## src/rtl/gh_display_pkg.sv

```systemverilog
// Shared definitions for the score display path.
//  - Active-low seven-segment patterns, bit order {g,f,e,d,c,b,a}
//  - Converter state encoding
//  - Digit/anode counts and the nibble-to-segment decoder
package gh_display_pkg;

    localparam int NUM_BCD_DIGITS = 5;
    localparam int NUM_ANODES     = 8;
    localparam int BIN_W          = 16;
    localparam int BCD_W          = 4 * NUM_BCD_DIGITS;

    localparam logic [6:0] SEG_0   = 7'b1000000;
    localparam logic [6:0] SEG_1   = 7'b1111001;
    localparam logic [6:0] SEG_2   = 7'b0100100;
    localparam logic [6:0] SEG_3   = 7'b0110000;
    localparam logic [6:0] SEG_4   = 7'b0011001;
    localparam logic [6:0] SEG_5   = 7'b0010010;
    localparam logic [6:0] SEG_6   = 7'b0000010;
    localparam logic [6:0] SEG_7   = 7'b1111000;
    localparam logic [6:0] SEG_8   = 7'b0000000;
    localparam logic [6:0] SEG_9   = 7'b0010000;
    localparam logic [6:0] SEG_OFF = 7'b1111111;

    typedef enum logic [1:0] {
        IDLE  = 2'd0,
        SHIFT = 2'd1,
        LATCH = 2'd2
    } conv_state_t;

    // Non-decimal nibbles cannot come out of the converter; show them dark.
    function automatic logic [6:0] seg_decode(input logic [3:0] nib);
        case (nib)
            4'd0:    return SEG_0;
            4'd1:    return SEG_1;
            4'd2:    return SEG_2;
            4'd3:    return SEG_3;
            4'd4:    return SEG_4;
            4'd5:    return SEG_5;
            4'd6:    return SEG_6;
            4'd7:    return SEG_7;
            4'd8:    return SEG_8;
            4'd9:    return SEG_9;
            default: return SEG_OFF;
        endcase
    endfunction

endpackage

```

## src/rtl/bin2bcd_seq.sv

```systemverilog
// Sequential 16-bit binary to 5-digit BCD converter (double dabble).
//  clk      in   system clock
//  reset_n  in   asynchronous active-low reset
//  start    in   request a conversion of bin; honoured only when idle
//  bin      in   16-bit unsigned value to convert
//  busy     out  high from the cycle after capture until the result is latched
//  done     out  high for the single LATCH cycle; bcd/bin_cap are valid then
//  bcd      out  20-bit packed BCD result (digit 0 in bits 3:0)
//  bin_cap  out  binary value that produced the current conversion
module bin2bcd_seq
    import gh_display_pkg::*;
(
    input  logic             clk,
    input  logic             reset_n,
    input  logic             start,
    input  logic [BIN_W-1:0] bin,
    output logic             busy,
    output logic             done,
    output logic [BCD_W-1:0] bcd,
    output logic [BIN_W-1:0] bin_cap
);

    conv_state_t      state_reg, state_next;
    logic [BIN_W-1:0] bin_sr_reg, bin_sr_next;
    logic [BCD_W-1:0] bcd_sr_reg, bcd_sr_next;
    logic [BIN_W-1:0] cap_reg, cap_next;
    logic [3:0]       cnt_reg, cnt_next;
    logic             busy_reg, busy_next;
    logic [BCD_W-1:0] bcd_adj;

    // Add-3 correction per digit; digits never exceed 9, so no carry crosses nibbles.
    genvar gi;
    generate
        for (gi = 0; gi < NUM_BCD_DIGITS; gi++) begin : g_adj
            assign bcd_adj[4*gi +: 4] = (bcd_sr_reg[4*gi +: 4] >= 4'd5)
                                      ? bcd_sr_reg[4*gi +: 4] + 4'd3
                                      : bcd_sr_reg[4*gi +: 4];
        end
    endgenerate

    always_comb begin
        state_next  = state_reg;
        bin_sr_next = bin_sr_reg;
        bcd_sr_next = bcd_sr_reg;
        cap_next    = cap_reg;
        cnt_next    = cnt_reg;
        busy_next   = busy_reg;
        done        = 1'b0;
        case (state_reg)
            IDLE: begin
                if (start) begin
                    bin_sr_next = bin;
                    cap_next    = bin;
                    bcd_sr_next = '0;
                    cnt_next    = '0;
                    busy_next   = 1'b1;
                    state_next  = SHIFT;
                end
            end
            SHIFT: begin
                {bcd_sr_next, bin_sr_next} = {bcd_adj, bin_sr_reg} << 1;
                cnt_next = cnt_reg + 4'd1;
                if (cnt_reg == 4'd15) begin
                    state_next = LATCH;
                end
            end
            LATCH: begin
                done       = 1'b1;
                busy_next  = 1'b0;
                state_next = IDLE;
            end
            default: state_next = IDLE;
        endcase
    end

    always_ff @(posedge clk or negedge reset_n) begin
        if (!reset_n) begin
            state_reg  <= IDLE;
            bin_sr_reg <= '0;
            bcd_sr_reg <= '0;
            cap_reg    <= '0;
            cnt_reg    <= '0;
            busy_reg   <= 1'b0;
        end else begin
            state_reg  <= state_next;
            bin_sr_reg <= bin_sr_next;
            bcd_sr_reg <= bcd_sr_next;
            cap_reg    <= cap_next;
            cnt_reg    <= cnt_next;
            busy_reg   <= busy_next;
        end
    end

    assign busy    = busy_reg;
    assign bcd     = bcd_sr_reg;
    assign bin_cap = cap_reg;

endmodule

```

## src/rtl/score_display.sv

```systemverilog
// Score to 8-digit multiplexed seven-segment display driver.
// Converts the binary score to BCD whenever it changes, then scans the five
// score digits across the anodes with optional leading-zero blanking.
//  clk      in   system clock
//  reset_n  in   asynchronous active-low reset
//  score    in   16-bit unsigned score
//  an       out  active-low digit anodes, at most one low
//  seg      out  active-low cathodes {g,f,e,d,c,b,a}
//  dp       out  active-low decimal point, always off
//  busy     out  conversion in flight
module score_display
    import gh_display_pkg::*;
#(
    parameter int REFRESH_DIV   = 100000,
    parameter bit BLANK_LEADING = 1'b1
) (
    input  logic                  clk,
    input  logic                  reset_n,
    input  logic [BIN_W-1:0]      score,
    output logic [NUM_ANODES-1:0] an,
    output logic [6:0]            seg,
    output logic                  dp,
    output logic                  busy
);

    localparam int CNT_W = (REFRESH_DIV > 1) ? $clog2(REFRESH_DIV) : 1;

    logic [BIN_W-1:0]      last_score_reg;
    logic [BCD_W-1:0]      disp_bcd_reg;
    logic [CNT_W-1:0]      refresh_cnt_reg;
    logic [2:0]            scan_idx_reg;
    logic [NUM_ANODES-1:0] an_reg, an_next;
    logic [6:0]            seg_reg, seg_next;

    logic                  conv_start;
    logic                  conv_done;
    logic [BCD_W-1:0]      conv_bcd;
    logic [BIN_W-1:0]      conv_bin;

    // Requests raised while the converter is busy are simply held until it
    // returns to idle, so the display always converges on the latest score.
    assign conv_start = (score != last_score_reg);

    bin2bcd_seq u_bin2bcd (
        .clk     (clk),
        .reset_n (reset_n),
        .start   (conv_start),
        .bin     (score),
        .busy    (busy),
        .done    (conv_done),
        .bcd     (conv_bcd),
        .bin_cap (conv_bin)
    );

    always_ff @(posedge clk or negedge reset_n) begin
        if (!reset_n) begin
            last_score_reg <= '0;
            disp_bcd_reg   <= '0;
        end else if (conv_done) begin
            last_score_reg <= conv_bin;
            disp_bcd_reg   <= conv_bcd;
        end
    end

    // A digit is lit if it or any more-significant digit is nonzero; digit 0 always lit.
    logic [NUM_BCD_DIGITS-1:0] digit_nz, digit_lit;
    genvar gi;
    generate
        for (gi = 0; gi < NUM_BCD_DIGITS; gi++) begin : g_blank
            assign digit_nz[gi] = |disp_bcd_reg[4*gi +: 4];
            if (gi == 0 || !BLANK_LEADING) begin : g_always
                assign digit_lit[gi] = 1'b1;
            end else begin : g_lead
                assign digit_lit[gi] = |digit_nz[NUM_BCD_DIGITS-1:gi];
            end
        end
    endgenerate

    always_comb begin
        an_next  = '1;
        seg_next = SEG_OFF;
        if (scan_idx_reg < 3'(NUM_BCD_DIGITS)) begin
            if (digit_lit[scan_idx_reg]) begin
                an_next[scan_idx_reg] = 1'b0;
                seg_next = seg_decode(disp_bcd_reg[4*scan_idx_reg +: 4]);
            end
        end
    end

    always_ff @(posedge clk or negedge reset_n) begin
        if (!reset_n) begin
            refresh_cnt_reg <= '0;
            scan_idx_reg    <= '0;
            an_reg          <= '1;
            seg_reg         <= SEG_OFF;
        end else begin
            if (refresh_cnt_reg == CNT_W'(REFRESH_DIV - 1)) begin
                refresh_cnt_reg <= '0;
                scan_idx_reg    <= scan_idx_reg + 3'd1;
            end else begin
                refresh_cnt_reg <= refresh_cnt_reg + CNT_W'(1);
            end
            an_reg  <= an_next;
            seg_reg <= seg_next;
        end
    end

    assign an  = an_reg;
    assign seg = seg_reg;
    assign dp  = 1'b1;

endmodule

```

## config.mk

```make
export PLATFORM = sky130hd
export DESIGN_NAME = score_display
export DESIGN_NICKNAME = d
export VERILOG_FILES = /design/src/rtl/gh_display_pkg.sv /design/src/rtl/bin2bcd_seq.sv /design/src/rtl/score_display.sv
export SDC_FILE = /design/constraint.sdc
export NUM_CORES = 1
export LEC_CHECK = 0
export CORE_ASPECT_RATIO = 0.8
export CORE_MARGIN = 2
export CORE_UTILIZATION = 35
export DETAILED_ROUTE_END_ITERATION = 8
export PLACE_DENSITY_LB_ADDON = 0.25
export SLEW_MARGIN = 40
export SYNTH_ARGS = -nofsm -noshare
export SYNTH_HDL_FRONTEND = slang
export SYNTH_SLANG_ARGS = --single-unit
```

## constraint.sdc

```tcl
create_clock -name clk -period 1.8 [get_ports clk]
set_input_delay 0.36 -clock clk [delete_from_list [all_inputs] [get_ports clk]]
set_output_delay 0.36 -clock clk [all_outputs]
set_load 0.005 [all_outputs]
```

==> summary.md <==
| Metric | Value |
|---|---|
| Status | finished with violations |
| Failing checks | negative setup slack |
| CTS root buffer | clkbuf_16 |
| Clock insertion delay at the later pin of the skew report | between 0.4 and 0.5 ns |
| Vias/cell | between 5 and 6 |
| Total track usage | 0.158 |
| Fill cell total of the finished layout | approximately 1.5k |
| Min-delay worst type | in2async |
| Synth area leader | dfrtp_1 |
| Synth top area cells | dfrtp_1, mux2_2, dfstp_2 |
| Dpl hpwl | 8620 um |
| CTS Sinks | 130 |
| Crit share post-route | 1.09 |
| Clock Path Buffers | 2 |
| Htree depth | 4 |
| Top cell type's share of synthesized area | 0.476 |
| Pin count of the biggest net entering global routing | 45 |
| Post-synth top flop | dfrtp_1 |
| Worst Path Required | between 2 and 2.5 ns |
| Diodes inserted | 0 |
| Site row count | between 40 and 50 |
| EDFF count, synth | 0 |
| Netlist Area Pre-Place | about 6000 um2 |
| Initial antenna violation count | 0 |
| Worst reg2reg path depth | 8 |
| Crit path max fanout | 5 |
| Final hold violation count | 0 |
| Vias in the first global route | 4538 |
| Clock transition at the registers of the reported paths | ~0.06 ns |
| CP Data Arrival Time | 2.30 ns |
| Post-Syn Instances | ~530 |
| Die X | approximately 150 um |
| Share of cells above drive strength 1 | 0.333 |
| CP Capture Type | flip-flop |
| Setup Skew | 0.00980 ns |
| Startpoint types | flip-flop |
| Fmax | approximately 500 MHz |
| Antenna viol nets, final | 0 |
| Pwr Density | ~1500 nW/um2 |
| Synth Area per Inst | ~11 um2 |
| Static leakage | approximately 3.5 nW |
| Core Footprint | approximately 17000 um2 |
| I/O Buffers | 33 |
| Final worst setup slack | -0.163 ns |
| Die Footprint | between 15000 and 20000 um2 |
| DR WL/cell | about 15 um |
| Slew Viols, Final | 0 |
| Total gr overflow | 0 |
| DP Cell Count | 812 |
| Area grow syn2layout | 34.7% |
| TritonCTS Buffers | 17 |
| 1st-iter DRT viols | about 250 |
| Post-synthesis async set-or-reset flop share | 1.00 |
| Post-layout min period | 1.96 ns |
| Die height | ~120 um |
| CP Class | reg2reg |
| Final Wtd Congestion | about 0.80 |
| Ys Warns | 0 |
| Ports | 35 |
| Count of non-filler cells in the finished layout | between 800 and 900 |
| Initial Util | 0.362 |
| CTS tree | yes |
| Setup violations, final | 63 |
| Synth cell types | 50 |
| Nets@finish | around 660 |
| RSZ-0062 raised after global routing | true |
| Pre-antenna DRT Iters | 5 |
| Final wirelength | about 13000 um |
| Via count | 4319 |
| Worst vdd ir | between 0.7 and 0.8 mV |
| Sequential area share after synthesis | 0.541 |
| Max-cap violation count | 0 |
| First-pass GRT wire length | 22500 um |
| DRC errors left | 0 |
| Min Hold Slack | between 0.4 and 0.5 ns |
| Yosys reg bits | 130 |
==> synth_stat cells (2+ instances only) <==
master      n
dfrtp_1   115
mux2_2     49
nand2_1    46
xnor2_1    31
o21ai_0    25
nor2_1     22
ha_1       18
a21oi_1    16
a221o_1    16
and2_1     15
dfstp_2    15
inv_1      14
clkbuf_1   13
nand3_1    13
xor2_1     12
o22ai_1    11
nor3_1      9
buf_2       7
nand2b_1    7
nand4_1     7
a31oi_1     6
nor2b_1     6
nor4_1      6
nor4b_1     5
o31ai_1     4
o32ai_1     4
a21o_1      3
and3_1      3
nand3b_1    3
a32oi_1     2
buf_1       2
buf_4       2
buf_6       2
o211ai_1    2
o21ai_1     2
or3_1       2
==> final cells by class <==
class / instances / area [um2] / area share
multi-input combinational: 362 / 2880 / 0.354
sequential: 130 / 3270 / 0.402
timing repair buffer: 101 / 1010 / 0.124
clock buffer: 18 / 429 / 0.0527
clock inverter: 14 / 213 / 0.0261
tap: 220 / 275 / 0.0338
inverter: 14 / 55.1 / 0.00676
==> critical path, cell delays in order (launching register included) <==
cell	delay, ns
dfrtp_2	0.45
buf_6	0.14
mux2_4	0.30
a22oi_2	0.19
nand2_2	0.13
inv_4	0.11
ha_4	0.21
and3_4	0.14
o31ai_2	0.21
==> cells by family after synthesis <==
| logic type | synth area share |
|---|---|
| simple gates | 0.132 |
| flops | 0.541 |
| compound gates | 0.105 |
| mux | 0.0913 |
| xor+xnor | 0.0623 |
| buf+inv | 0.0300 |
| fa+ha+maj | 0.0373 |
| other cells | 0.000620 |
==> stage by stage <==
step | cell area, um2 | TNS (ns) | util | power [W] | setup WS (ns)
floorplan | 6080 | -0.0536 | - | 0.00683 | -0.0536
global placement | 7040 | -33.81 | 0.421 | 0.00793 | -0.626
detailed placement | 7040 | -33.81 | 0.421 | 0.00808 | -0.639
CTS | 7930 | -3.40 | 0.474 | 0.0122 | -0.114
global route | 8140 | -10.87 | 0.487 | 0.0131 | -0.239
finish | 8140 | -5.31 | 0.487 | 0.0123 | -0.163
==> metal layers <==
metal	up-vias	GRT usage	wire, um
met5	-	0	0
met4	0	0.0578	161
met3	11	0.0498	570
met2	74	0.233	5980
met1	2156	0.219	6540
li1	2078	-	-
==> final timing paths <==
check,slack [ns],end,startpoint
max,-0.16,seg[3]$_DFF_PN1_,scan_idx_reg[0]$_DFFE_PN0N_
min,0.43,u_bin2bcd.bcd[15]$_DFFE_PN0P_,reset_n
max reg2reg,-0.16,seg[3]$_DFF_PN1_,scan_idx_reg[0]$_DFFE_PN0N_
min reg2reg,0.49,u_bin2bcd.bin_sr_reg[0]$_DFFE_PN0P_,u_bin2bcd.bin_sr_reg[0]$_DFFE_PN0P_
max in group asynchronous,0.79,an[6]$_DFF_PN1_,reset_n
min in group clk,0.47,u_bin2bcd.bin_sr_reg[13]$_DFFE_PN0P_,score[13]
==> power by group <==
part | internal (W) | switching [W] | total [W]
Sequential | 0.00392 | 0.000677 | 0.00460
Clock | 0.00245 | 0.00128 | 0.00373
Combinational | 0.00214 | 0.00186 | 0.00400
==> placed cells by master (no fill, tap or decap), types with 5 or more instances in the layout <==
master and count:
nor2_1 22, nor4b_1 5, xor2_1 12, mux2_2 46, buf_4 50, dfstp_2 15
nor4_1 6, dfrtp_1 113, xnor2_1 25, buf_6 8, nand4_1 7, dlymetal6s2s_1 7
and2_1 16, clkdlybuf4s50_1 14, o21ai_0 15, buf_12 8, nor2b_1 5, xnor2_2 6
o22ai_1 7, nand2_1 45, bufinv_16 5, nand2b_1 7, inv_1 12, a31oi_1 6
a221o_1 16, nand3_1 13, o21ai_1 8, dlygate4sd2_1 11, ha_1 15, a21oi_1 12
clkbuf_16 19
==> repair_timing <==
item / 4_1_cts / 5_1_grt
hold buffers: 1 / 0
setup buffers: 7 / 5
pin swaps: 18 / 12
hold endpoints to repair: 14 / 0
gates resized for setup: 51 / 39
cloned: 1 / 1
endpoints found under the setup margin: 71 / 76
Power figures use the tool's default switching activity.
==> patch 1, RTL diff (config.mk and constraints unchanged) <==
`BLANK_LEADING`: 1'b1 -> 1'b0.
--- a/src/rtl/score_display.sv
+++ b/src/rtl/score_display.sv
@@ -13,5 +13,5 @@
 #(
     parameter int REFRESH_DIV   = 100000,
-    parameter bit BLANK_LEADING = 1'b1
+    parameter bit BLANK_LEADING = 1'b0
 ) (
     input  logic                  clk,
Formal check against the unedited RTL: no difference found for any inputs over 10 cycles, from zero or initial values and one cycle with reset_n low; that may be too few to reach the edited logic, so the function may still have changed.
==> patch 1 against the original RTL <==
  * The run still ends with negative setup slack left
  * Clock skew up 4.3 ps
  * Sequential cell count unchanged
  * Area after synthesis down 1.0%
  * Final area down 0.86%
  * Worst setup slack worse by 39 ps
  * Total power up 3.6%
  * Critical endpoint is now u_bin2bcd.bin_cap[10]
  * Critical path type unchanged
  * Wire length down 1.2%
==> patch 1: results (changes against the original RTL) <==
- Run status: finished with violations
- Violated checks: negative setup slack
- Placed instance area: 0.00691 mm² (-1.9%)
- Max-Slew Margin vs Limit: 63.9%
- Routed length per placed instance: 15.7 µm (+1.6%)
- Maximum ir drop on the vdd rail: 0.000627 V (-20%)
- Aggregate global-route resource usage: 14.4% (-1.4 points)
- Slowest stage cell on the critical path: sky130_fd_sc_hd__dfrtp_1
- Final setup skew: 14.1 ps (+4.34 ps)
- Worst reg2reg path depth: 6 (-2)
- Count of unique library cells instantiated by Yosys: 42 (-16%)
- Signal arrival time at the worst endpoint: 2300 ps (about the same)
- Leading cell types by total area after synthesis: sky130_fd_sc_hd__dfrtp_1 48%, sky130_fd_sc_hd__mux2_2 8.7%, sky130_fd_sc_hd__dfstp_2 6.6%
- Maximum fanout count along the critical path: 8 (+3)
- Gp weighted congestion: 0.752 (-5.9%)
- Final count of hold timing violations: 0 (unchanged)
- H-Tree Level Count: 4 (unchanged)
- Layout filler cell count: 1,463 (-1.5%)
- Max clock buf depth: 2 (unchanged)
- Least setup slack across all paths after layout: -203 ps (-39.3 ps)
- Number of global-route vias before repair: 4,128 (-9.0%)
- Most numerous cell types in the synthesized netlist: 115 x sky130_fd_sc_hd__dfrtp_1, 48 x sky130_fd_sc_hd__nand2_1, 46 x sky130_fd_sc_hd__mux2_2
- Clock transition at the register clock pins on the worst setup and hold paths after CTS: 60 ps (about the same)
- Pin count of the biggest net entering global routing: 66 (+47%)
- Fraction of layout cells with a size suffix above 1: 32.4% (-0.98 points)
- Proportion of synthesized chip area in sequential cells: 54.7% (+0.55 points)
- Share of async-settable or async-resettable flops after synthesis: 100% (unchanged)
- Router iterations before antenna repair: 4 (-1)
- Setup violations, final: 60 (-4.8%)
- Latest clock arrival within the worst-skew pair: 410 ps
- Count of vias placed by the detailed router: 4,152 (-3.9%)
- CTS Buf Count: 17 (unchanged)
- Ant. Diodes: 0 (unchanged)
- Cell count of the worst hold path: 2
- Switching power: 4170 µW (+9.3%)
- Number of synthesis warnings: 0 (unchanged)
- Largest delay contributor family on the critical path: simple AND/OR/NAND/NOR gates
- Total negative slack: -8550 ps (-3240 ps)
- IO Port Bufs: 33 (unchanged)
- Leakage Power: 0.00362 µW (+3.5%)
- Number of antenna violations at the first check in global routing: 0 (unchanged)
- CTS root buffer: sky130_fd_sc_hd__clkbuf_16
- Peak per-stage delay on the critical path: 400 ps (-50 ps)
- Wire length of the first global-routing pass: 20.5 mm (-9.2%)
- Violation count after the first detailed-route iteration: 243 (-2.0%)
- Worst Hold Class: primary input to flip-flop
- Final-stage net count: 638 (-3.6%)
- HPWL reported at the end of detailed placement: 8.31 mm (-3.6%)
==> patch 1: final cells by class <==
cell class	instances	area share [%]
Clock buffer	23	6.05
Clock inverter	9	0.946
Inverter	17	0.822
Multi-Input combinational cell	348	36.4
Sequential cell	130	40.6
Tap cell	220	3.41
Timing Repair Buffer	88	11.8
==> patch 1: cells by family (layout without fill, tap and decap cells) <==
group,after synthesis,after routing,share of synthesized area (%)
AO/OA/AOI/OAI,94,94,10.5
XOR/XNOR,44,44,6.44
adder cells (fa/ha/maj),18,18,3.76
buffers and inverters,42,137,3.12
flip-flops,130,130,54.7
multiplexers,53,53,9.83
other,1,4,0.0627
AND/OR/NAND/NOR,135,135,11.6
==> patch 1: final timing paths <==
path	from	to	slack, ps
worst max-delay path	last_score_reg[12]	u_bin2bcd.bin_cap[10]	-200
worst min-delay path	score[11]	u_bin2bcd.bin_sr_reg[11]	340
worst max register to register	last_score_reg[12]	u_bin2bcd.bin_cap[10]	-200
worst min register to register	refresh_cnt_reg[13]	refresh_cnt_reg[13]	490
max in group asynchronous	reset_n	u_bin2bcd.bcd[10]	770
min in group asynchronous	reset_n	u_bin2bcd.bcd[18]	390
==> patch 1: per-layer routing <==
metal / track usage, % / vias to the layer above / share of wire [%]
met3: 4.47 / 9 / 3.3
met5: 0 / - / 0
li1: - / 1979 / -
met2: 20.7 / 63 / 44
met1: 21.1 / 2101 / 52
met4: 4.01 / 0 / 0.79
==> patch 1: repair_timing <==
item                                    in CTS  in global routing
pin swaps                                    4                 42
endpoints found under the setup margin      53                 79
cloned                                       0                  4
hold endpoints to repair                    10                  0
gates resized for setup                     15                101
hold buffers                                 1                  0
buffers inserted                             1                  4
==> patch 1: power groups by stage <==
stage	registers [µW]	clock network (µW)	logic, µW
3_5_place_dp	4630	0	3710
4_1_cts	4600	3360	3790
2_1_floorplan	4430	0	2660
6_report	4630	3290	4850
5_1_grt	4760	3510	5270
3_3_place_gp	4580	0	3610
==> patch 1: worst register-to-register path, cell delays in order, from the launching register on <==
cell,delay [ps]
sky130_fd_sc_hd__dfrtp_1,400
sky130_fd_sc_hd__xnor2_2,240
sky130_fd_sc_hd__nand4_1,200
sky130_fd_sc_hd__nor4_4,400
sky130_fd_sc_hd__nor3_4,150
sky130_fd_sc_hd__clkbuf_16,200
sky130_fd_sc_hd__mux2_4,300
==> patch 1: stage by stage <==
step / std cells / power, µW / utilization [%] / setup slack [ps] / hold WS (ps)
after floorplan: 520 / 7090 / - / 5.77 / 64.4
after global placement: 795 / 8200 / 41.5 / -638 / 280
after detailed placement: 795 / 8350 / 41.5 / -679 / 278
after CTS: 829 / 11800 / 45.2 / -114 / 386
after global routing: 835 / 13500 / 48.4 / -262 / 356
final: 835 / 12800 / 48.4 / -203 / 336
==> patch 2, RTL diff (same flow settings) <==
Made on the original files. Encoding of `conv_state_t`: now one-hot (3 bits for 3 states).
--- a/src/rtl/gh_display_pkg.sv
+++ b/src/rtl/gh_display_pkg.sv
@@ -22,8 +22,8 @@
     localparam logic [6:0] SEG_OFF = 7'b1111111;
 
-    typedef enum logic [1:0] {
-        IDLE  = 2'd0,
-        SHIFT = 2'd1,
-        LATCH = 2'd2
+    typedef enum logic [2:0] {
+        IDLE  = 3'b001,
+        SHIFT = 3'b010,
+        LATCH = 3'b100
     } conv_state_t;
 
Behaviour: no difference found for any inputs over 10 cycles, from zero or initial values and one cycle with reset_n low; not proved beyond that.
==> patch 2 against the original RTL <==
  * The flow still finishes with violations (negative setup slack)
  * Total power decreased by 9.3%
  * Sequential power decreased by 8.5%
  * Area after synthesis about the same
  * Worst setup slack got worse by 8.3 ps
  * Die area about the same
  * Utilization decreased by 1.6 points
  * Clock power decreased by 12%
  * Final area decreased by 3.3%
  * Sequential cell count increased by 1
  * Wire length decreased by 3.1%
  * Count of clock-buffer cells in the layout increased by 9
  * Non-clock buffer count decreased by 1
  * Fmax decreased by 0.42%
  * Critical path depth unchanged
==> patch 2: results (changes against the original RTL) <==
- Count of unique library cells instantiated by Yosys: 48 (-4.0%)
- Number of global-route vias before repair: 4,267 (-6.0%)
- Count of placed standard cells including taps: 791 (-2.6%)
- Total negative slack: -5450 ps (-143 ps)
- Largest delay contributor family on the critical path: multiplexers
- Violated checks: negative setup slack
- Worst slack, placed: -676 ps (-37.6 ps)
- Parity-gate share of the synthesized area counting xor and xnor cells: 6.23% (about the same)
- Switching power: 3330 µW (-13%)
- Gp weighted congestion: 0.784 (-1.8%)
- Final-stage net count: 637 (-3.8%)
- Quantity of gates resized following cts: 41 (-20%)
- Peak per-stage delay on the critical path: 490 ps (+40 ps)
- Final setup skew: 5.92 ps (-3.88 ps)
- Proportion of synthesized chip area in sequential cells: 54.5% (+0.39 points)
- Leakage Power: 0.00365 µW (+4.3%)
- Run status: finished with violations
- Buffers inserted during post-CTS setup optimization: 8 (+1)
- Post-synthesis average cell area: 12.1 µm² (+5.7%)
- Max-Slew Margin vs Limit: 51.9%
- HPWL reported at the end of detailed placement: 8.55 mm (-0.78%)
- Least setup slack across all paths after layout: -172 ps (-8.33 ps)
- Total routed wirelength: 12.8 mm (-3.1%)
- Layout filler cell count: 1,529 (+2.9%)
- Leading cell types by total area after synthesis: sky130_fd_sc_hd__dfrtp_1 48%, sky130_fd_sc_hd__mux2_2 10%, sky130_fd_sc_hd__dfstp_2 6.9%
- Placed instance area: 0.00705 mm² (about the same)
- Slowest stage cell on the critical path: sky130_fd_sc_hd__mux4_2
- Synthesized-area fraction occupied by ao, oa, aoi and oai cells: 11.1% (+0.61 points)
- Fraction of the mapped netlist area in adder cells: 3.72% (about the same)
- Wire length of the first global-routing pass: 21.8 mm (-3.1%)
- Number of standard cells in the final layout excluding fillers: 834 (-2.9%)
- Maximum ir drop on the vdd rail: 0.000683 V (-13%)
- Router iterations before antenna repair: 4 (-1)
- Pin count of the biggest net entering global routing: 55 (+22%)
- Setup violations, final: 59 (-6.3%)
- Ant. Diodes: 0 (unchanged)
- Worst reg2reg endpoint: seg[0]
- Capture point of the critical path: seg[0]
- Fraction of layout cells with a size suffix above 1: 32.9% (-0.43 points)
- Count of vias placed by the detailed router: 4,126 (-4.5%)
- Aggregate global-route resource usage: 15.4% (-0.40 points)
- Horiz. Die Dim: 151 µm (about the same)
- Maximum fanout count along the critical path: 3 (-2)
- Startpoint of the most critical setup path: scan_idx_reg[1]
patch 2: changes by cell type after synthesis, moves of 5 or more:
| cell | before | now |
|---|---|---|
| sky130_fd_sc_hd__a21o_1 | 3 | 20 |
| sky130_fd_sc_hd__a21oi_1 | 16 | 8 |
| sky130_fd_sc_hd__a221o_1 | 16 | 0 |
| sky130_fd_sc_hd__a22o_1 | 1 | 28 |
| sky130_fd_sc_hd__a31oi_1 | 6 | 1 |
| sky130_fd_sc_hd__and2_1 | 15 | 1 |
| sky130_fd_sc_hd__clkbuf_1 | 13 | 3 |
| sky130_fd_sc_hd__mux2_2 | 49 | 54 |
| sky130_fd_sc_hd__mux2i_1 | 0 | 5 |
| sky130_fd_sc_hd__nand2_1 | 46 | 15 |
| sky130_fd_sc_hd__nor2_1 | 22 | 27 |
| sky130_fd_sc_hd__o21ai_0 | 25 | 31 |
| sky130_fd_sc_hd__o22ai_1 | 11 | 1 |
patch 2: power by group through the flow:
stage	sequential, µW	clock, µW	combinational (µW)
6_report	4210	3270	3680
5_1_grt	4310	3500	4040
4_1_cts	4210	3370	3670
3_5_place_dp	4250	0	3120
3_3_place_gp	4230	0	3030
2_1_floorplan	4120	0	2140
patch 2: final cells by class:
class | instances | area [µm²] | area share, %
well taps | 220 | 275 | 3.50
repair buffers | 100 | 915 | 11.6
clock inverters | 5 | 50.0 | 0.636
inverters | 18 | 67.6 | 0.858
multi-input cells | 333 | 2750 | 35.0
flip-flops and latches | 131 | 3300 | 41.9
clock buffers | 27 | 513 | 6.52
patch 2: per-layer routing:
metal	routed length, µm	global-route usage [%]	vias up
met5	0	0	-
met4	197	6.37	0
met3	552	4.12	18
met2	5630	22.2	57
met1	6460	22.0	2072
li1	-	-	1979
